<file path="config.mk">
export PLATFORM = sky130hd
export DESIGN_NAME = policy_server
export DESIGN_NICKNAME = d
export VERILOG_FILES = /design/src/rtl/policy_server.sv
export SDC_FILE = /design/constraint.sdc
export NUM_CORES = 1
export LEC_CHECK = 0
export BUFFER_PORTS_ARGS = -buffer_cell sky130_fd_sc_hd__buf_4
export CORE_MARGIN = 2
export CORE_UTILIZATION = 60
export DETAILED_ROUTE_END_ITERATION = 12
export PLACE_DENSITY = 0.8
export REMOVE_ABC_BUFFERS = 1
export SLEW_MARGIN = 10
export SYNTH_ARGS = -nofsm -noshare
export SYNTH_HDL_FRONTEND = slang
export SYNTH_SLANG_ARGS = --single-unit
export TNS_END_PERCENT = 5
</file>
<file path="constraint.sdc">
create_clock -name clk -period 4.1 [get_ports clk]
set_input_delay 0.205 -clock clk [delete_from_list [all_inputs] [get_ports clk]]
set_output_delay 0.205 -clock clk [all_outputs]
set_load 0.05 [all_outputs]
</file>
<file path="src/rtl/policy_server.sv">
// Policy server for the firewall wrapper link. It scans a register-based policy table for a
// requested {ip, proc} key and returns the granted permission with a four-phase handshake.
module policy_server #(
  parameter int         DEPTH        = 8,
  parameter int         ADDR_W       = 3,
  parameter logic [1:0] DEFAULT_PERM = 2'b00
) (
  input  logic              clk,
  input  logic              rst,
  input  logic [31:0]       WSO,
  input  logic              UpdateWR,
  output logic [31:0]       WSI,
  output logic              CaptureWR,
  input  logic              cfg_we,
  input  logic [ADDR_W-1:0] cfg_addr,
  input  logic [32:0]       cfg_wdata,
  output logic              cfg_ready,
  output logic [15:0]       hit_cnt,
  output logic [15:0]       miss_cnt
);

  typedef struct packed {
    logic        valid;
    logic [14:0] ip;
    logic [14:0] pid;
    logic [1:0]  perm;
  } entry_t;

  typedef enum logic [1:0] {IDLE, SCAN, HOLD} state_t;

  localparam logic [ADDR_W-1:0] LAST = ADDR_W'(DEPTH - 1);

  state_t            state, state_nxt;
  entry_t            tbl [DEPTH];
  logic [29:0]       req;
  logic [ADDR_W-1:0] idx;
  logic              byp_en;
  logic [ADDR_W-1:0] byp_addr;
  entry_t            byp_entry;
  entry_t            cur;
  logic              match, last, wr;
  logic              unused_bits;

  assign unused_bits = ^WSO[1:0];

  // A write landing on the same edge a scan starts must stay invisible to that scan,
  // so the pre-write contents of that one entry are kept for its duration.
  assign cur       = (byp_en && idx == byp_addr) ? byp_entry : tbl[idx];
  assign match     = cur.valid && cur.ip == req[29:15] &&
                     (cur.pid == req[14:0] || cur.pid == 15'h7FFF);
  assign last      = idx == LAST;
  assign cfg_ready = state == IDLE;
  assign wr        = cfg_we && state == IDLE;

  always_comb begin
    state_nxt = state;
    case (state)
      IDLE:    if (UpdateWR) state_nxt = SCAN;
      SCAN:    if (match || last) state_nxt = HOLD;
      HOLD:    if (!UpdateWR) state_nxt = IDLE;
      default: state_nxt = IDLE;
    endcase
  end

  always_ff @(posedge clk) begin
    if (rst) state <= IDLE;
    else     state <= state_nxt;
  end

  // Only valid bits are reset; the remaining fields are meaningless while invalid.
  always_ff @(posedge clk) begin
    if (rst) begin
      for (int i = 0; i < DEPTH; i++) tbl[i].valid <= 1'b0;
    end else if (wr) begin
      tbl[cfg_addr] <= entry_t'(cfg_wdata);
    end
  end

  always_ff @(posedge clk) begin
    if (rst) begin
      WSI       <= '0;
      CaptureWR <= 1'b0;
      hit_cnt   <= '0;
      miss_cnt  <= '0;
      req       <= '0;
      idx       <= '0;
      byp_en    <= 1'b0;
      byp_addr  <= '0;
      byp_entry <= '0;
    end else begin
      case (state)
        IDLE: begin
          if (UpdateWR) begin
            req       <= WSO[31:2];
            idx       <= '0;
            byp_en    <= cfg_we;
            byp_addr  <= cfg_addr;
            byp_entry <= tbl[cfg_addr];
          end
        end
        SCAN: begin
          if (match) begin
            WSI       <= {req, cur.perm};
            CaptureWR <= 1'b1;
            if (hit_cnt != 16'hFFFF) hit_cnt <= hit_cnt + 16'd1;
          end else if (last) begin
            WSI       <= {req, DEFAULT_PERM};
            CaptureWR <= 1'b1;
            if (miss_cnt != 16'hFFFF) miss_cnt <= miss_cnt + 16'd1;
          end else begin
            idx <= idx + 1'b1;
          end
        end
        HOLD: begin
          if (!UpdateWR) begin
            CaptureWR <= 1'b0;
            WSI       <= '0;
          end
        end
        default: ;
      endcase
    end
  end

endmodule

</file>
==> results.md, run 1 <==
* Sequential element share of the synthesized area at slightly below 60%
* Period utilisation layout at a little over nine tenths
* Top-area cell type share of the netlist area at 42.85%
* Worst EP arrival at ~4300 ps
* Avg WL per Cell at about 23 µm
* Post-synth top cells: 264 x edfxtp_1, 152 x nand2_1, 140 x dfxtp_1
* Crit-path max FO at 17
* PwrDens at 412.0 nW/µm²
* Overall Global Routing Usage at 27.81%
* Setup slack at placement at around 130 ps
* Setup slack after layout at roughly 250 ps
* Detailed placement HPWL at around 27000 µm
* DIE WIDTH at ~180 µm
* Gpl congestion at 0.7963
* Worst setup SP type: flip-flop
* Leak Pwr at approximately 7.7 nW
* Hold Vio Cnt, Final at 0
* Number of H-tree levels at 2
* DRT Pass-1 Iters at 5
* Most area-hungry cell type in the Yosys netlist: edfxtp_1
* Async set or reset register ratio after synthesis at 0%
* Top cells by area, synth: edfxtp_1 43%, mux4_2 16%, dfxtp_1 15%, mux2i_1 5.4%, nand2_1 3.1%
* Setup TNS at 0 ps
* Mapped cell area at ~18000 µm²
* CP required at 4550 ps
* Buffers on Ports at between 100 and 150
* Rel. slew slack at roughly 28%
* Nets at ~1600
* Achievable frequency at 260.0 MHz
* DRT antenna net count at 0
* CTS tree: yes
* Most frequent cell after synthesis: edfxtp_1
* Worst min-delay path class: primary input to flip-flop
* Crit Path Category: flip-flop to flip-flop
* Clock tree sinks at 404
* Worst setup EP type: flip-flop
* Antenna violations before repair at 1
* Ys flop type: edfxtp_1
* Area Growth Syn to Fin at 19.51%
* First-pass GRT wire length at 70410 µm
* Post-synth EDFFs at ~260
* Clock transition at path regs at ~60 ps
* Total gr overflow at 0
* Mapped Cells at 1319
* CTS Buf Count at 42
* Maximum clock path buffer count at 3
* Final Skew at 23.27 ps
* Flops & latches, synth at roughly 400
* Routed WL at 45190 µm
* Rows at 64
* Pins Over Slew Limit at 0
* # DRC at 0
* Min Tclk post-route at 3847 ps
* Num ports at between 100 and 150
* Final total power at 9.108 mW
* Detailed Route Iter0 Violations at about 1100
* Mean Syn Cell Area at 14.03 µm²
* RSZ-0062 raised after global routing: no
* Die height at between 150 and 200 µm
* Layout cells sized above 1 at between 20% and 30%
* Yosys warns at 0
* CORE AREA at around 31000 µm²
* Vias in the first global route at 12688
* Worst-Margin Slew at 1087 ps
* Die area at around 32000 µm²
* Count of final setup violators at 0
* Post-synth cell types at slightly below 60
* DR vias at around 12000
* CTS Root Cell: clkbuf_16
* Largest net degree at the start of global routing at 90
* Avg Vias per Cell at between 6 and 7
* Initial core utilization at about three fifths
* Max-cap violation count at 0
* Outcome: completed
* Peak supply drop at ~370 µV
* Worst-Skew Late Latency at 540 ps
-- where the power goes --
part / switching (mW) / internal, mW / leakage (nW)
clock network: 1.59 / 2.27 / 0.688
registers: 0.0801 / 4.42 / 3.54
logic: 0.402 / 0.351 / 3.52
-- flip-flops by register name (all words and copies together), names as in the netlist, 2 cells and up, named ones only --
signal,cells
state,2
tbl,264
req,30
miss_cnt,16
byp_addr,3
hit_cnt,16
byp_entry,33
idx,3
WSI,32
-- cell type report --
cell class,count,area (µm²)
Sequential cell,404,10740
Fill cell,1847,8401
Multi-Input combinational cell,813,7373
Timing Repair Buffer,238,2054
Clock buffer,51,1116
Tap cell,396,495.5
Clock inverter,27,286.5
Inverter,11,41.29
Antenna cell,1,2.502
-- worst max-delay path, cell delays in order (launching register included) --
cell and delay, ps:
dfxtp_4 560, buf_4 300, mux4_2 520, o2111a_1 290, or3_1 370, a2111oi_2 350
nand4_1 180, a21o_2 380, o21ai_4 280, buf_12 240, mux2i_1 250
-- timing repair --
action / CTS / global route
resized for setup: 0 / 1
setup endpoints to repair: 0 / 38
setup buffers: 0 / 1
hold buffers: 64 / 0
endpoints found under the hold margin: 289 / 0
-- placed cells by master, fill, tap and decap left out, types with 13 or more instances in the layout --
cell type / n
nand3_1: 21
mux2_2: 28
edfxtp_1: 264
nand2_1: 152
o21ai_0: 23
xnor2_1: 18
clkbuf_16: 43
a211oi_1: 37
buf_4: 165
nor2b_1: 20
nor2_1: 74
dfxtp_1: 137
mux2i_1: 99
mux4_2: 128
a21oi_1: 51
and2_1: 13
xor2_1: 17
dlygate4sd3_1: 64
nand4_1: 17
-- logic make-up after synthesis --
| group | Yosys count | share of synthesized area (%) |
|---|---|---|
| DFF | 404 | 58.00 |
| and+or+nand+nor | 368 | 9.293 |
| muxes | 261 | 23.11 |
| AOI/OAI and AO/OA | 145 | 5.154 |
| buffers and inverters | 102 | 2.509 |
| xor gates and xnor gates | 35 | 1.657 |
| adders and majority gates | 4 | 0.2706 |
-- final timing paths --
kind,slack (ps),from,cells after the start,to
max reg2reg,250,flip-flop,10,WSI[14]
min reg2reg,460,WSI[5],2,WSI[5]
max,250,flip-flop,10,WSI[14]
min,20,cfg_wdata[32],2,tbl[2][32]
-- per-stage QoR --
stage	utilization, %	cell area (µm²)	hold WS, ps	std cells
after CTS	72.40	22090	1.489	1939
after detailed placement	65.71	20050	442.1	1797
final	72.47	22110	20.69	1941
after global routing	72.47	22110	25.33	1941
after global placement	65.71	20050	435.9	1797
after floorplan	-	18080	274.1	1228
-- per-layer routing --
layer / share of wire (%) / track usage, % / vias to the layer above
met4: 2.6 / 9.106 / 0
met5: 0 / 0 / -
li1: - / - / 5467
met1: 38 / 36.54 / 6205
met2: 50 / 47.39 / 590
met3: 9.0 / 4.984 / 91
No activity file was read; power rests on OpenSTA's default activity.
==> run 2: changes to the inputs <==
--- a/config.mk
+++ b/config.mk
@@ -6,11 +6,15 @@
 export NUM_CORES = 1
 export LEC_CHECK = 0
 export BUFFER_PORTS_ARGS = -buffer_cell sky130_fd_sc_hd__buf_4
+export CELL_PAD_IN_SITES_DETAIL_PLACEMENT = 1
+export CELL_PAD_IN_SITES_GLOBAL_PLACEMENT = 1
 export CORE_MARGIN = 2
-export CORE_UTILIZATION = 60
+export CORE_UTILIZATION = 50
+export CTS_BUF_LIST = sky130_fd_sc_hd__clkbuf_16
 export DETAILED_ROUTE_END_ITERATION = 12
-export PLACE_DENSITY = 0.8
+export PLACE_DENSITY_LB_ADDON = 0.1
 export REMOVE_ABC_BUFFERS = 1
+export SKIP_LAST_GASP = 1
 export SLEW_MARGIN = 10
 export SYNTH_ARGS = -nofsm -noshare
 export SYNTH_HDL_FRONTEND = slang
==> results.md, run 2 (synthesis gave the netlist of run 1 again) <==
* Outcome: completed
* Gpl congestion at 0.7971
* Die height at a little under 200 µm
* Number of H-tree levels at 2
* DRT Pass-1 Iters at 7
* Nets at about 1600
* RSZ-0062 raised after global routing: no
* Clock Power Share at 41.6%
* Hold Vio Cnt, Final at 0
* Rel. slew slack at 23.72%
* Detailed placement HPWL at ~31000 µm
* Max-cap violation count at 0
* Num ports at roughly 140
* Rows at 70
* CP required at around 4600 ps
* Flop-to-flop setup slack at approximately 270 ps
* Largest regs: tbl: 264 flops, byp_entry: 33 flops, WSI: 32 flops
* Core Util, Final at about three fifths
* CORE AREA at about 37000 µm²
* Switching portion of total power at 23.32%
* DIE WIDTH at about 200 µm
* Max reg flops at ~260
* Routed WL at 51310 µm
* Net Switching at 2.105 mW
* Min Tclk post-route at around 3800 ps
* Detailed Route Iter0 Violations at 737
* Achievable frequency at roughly 260 MHz
* Most frequent cells in the layout: 264 x edfxtp_1, 162 x buf_4, 151 x nand2_1
* Reg with most FFs: tbl
* Worst min-delay path class: primary input to flip-flop
* Maximum clock path buffer count at 3
* Total gr overflow at 0
* Final Skew at around 18 ps
* PwrDens at around 410 nW/µm²
* Crit Path Category: flip-flop to flip-flop
* CTS tree: yes
* Buffers on Ports at 135
* Peak supply drop at roughly 410 µV
* First-pass GRT wire length at ~79000 µm
* Part of the power in combinational logic at under 10%
* Pins Over Slew Limit at 0
* Leak Pwr at 7.804 nW
* CTS Buf Count at 44
* # DRC at 0
* ANT cells at 0
* DR vias at about 12000
* Worst-Skew Late Latency at just under 600 ps
* Period utilisation layout at 93.42%
* Largest net degree at the start of global routing at 77
* Initial core utilization at 50.65%
* Crit-path max FO at 23
* Post-CTS Setup Bufs at 0
* Most common cell after layout, fill and taps aside: edfxtp_1
* Worst setup EP type: flip-flop
* Worst setup SP type: flip-flop
* Area Growth Syn to Fin at 20.34%
* Final total power at between 9 and 10 mW
* Worst-Margin Slew at roughly 1100 ps
* CTS Root Cell: clkbuf_16
* Count of final setup violators at 0
* Clock tree sinks at ~400
* Avg WL per Cell at roughly 25 µm
* Die area at 38550 µm²
* Overall Global Routing Usage at 27.31%
* Worst EP arrival at ~4300 ps
* Fraction of power consumed by sequential logic at roughly half
* Clock transition at path regs at 60 ps
* Layout cells sized above 1 at 27.08%
* Antenna violations before repair at 0
* Avg Vias per Cell at around 6.0
* Cell internal pwr at 6.921 mW
* DRT antenna net count at 0
* Vias in the first global route at about 13000
==> run 2: power by group through the flow <==
stage | combinational, mW | sequential (mW) | clock (mW)
after detailed placement | 0.720 | 4.58 | 0
final | 0.776 | 4.50 | 3.75
after floorplan | 0.394 | 4.57 | 0
after global placement | 0.700 | 4.58 | 0
after global routing | 0.839 | 4.51 | 3.96
after CTS | 0.778 | 4.50 | 3.82
==> run 2: final timing paths <==
check | startpoint | endpoint | cells past startpoint
min | cfg_addr[2] | byp_addr[2] | 3
min reg2reg | WSI[19] | WSI[19] | 2
max reg2reg | flip-flop | WSI[14] | 11
max | flip-flop | WSI[14] | 11
==> run 2: area by class of cell <==
cell class / count / area, µm²
fill: 3454 / 14260
timing repair buffer: 241 / 2147
clock buffer: 46 / 1151
sequential: 404 / 10740
inverter: 11 / 41.29
clock inverter: 36 / 211.5
tap: 468 / 585.6
multi-input combinational: 813 / 7386
==> run 2: metal layers <==
metal | GRT usage (%) | vias up | part of all wire (%)
met5 | 0 | - | 0
met4 | 8.389 | 0 | 2.4
met3 | 3.799 | 81 | 4.6
met2 | 48.87 | 330 | 52
met1 | 34.57 | 6250 | 41
li1 | - | 5468 | -
==> run 2: through the flow <==
stage          setup WS [ps]  hold WS (ps)  TNS, ps  instance area [µm²]  instances
2_1_floorplan          -1613         274.1   -85720                18080       1228
3_3_place_gp           387.9         436.3        0                20250       1872
3_5_place_dp           301.6         441.3        0                20250       1872
4_1_cts                278.0         119.6        0                22260       2019
5_1_grt                76.95         169.4        0                22260       2019
6_report               269.8         148.2        0                22260       2019
==> run 2: worst max-delay path, stage by stage (launching register included) <==
cell and delay (ps):
dfxtp_4 690, buf_4 280, mux4_2 500, mux2i_1 330
a211oi_1 160, a2111oi_2 350, nand4_1 300, a21o_1 270
buf_12 170, o21ai_4 220, buf_12 230, mux2i_1 220
==> run 2: timing repair <==
action                                  CTS  global route
hold buffers                             65             0
resized for setup                         0             0
endpoints found under the hold margin   297             0
endpoints found under the setup margin    0             0
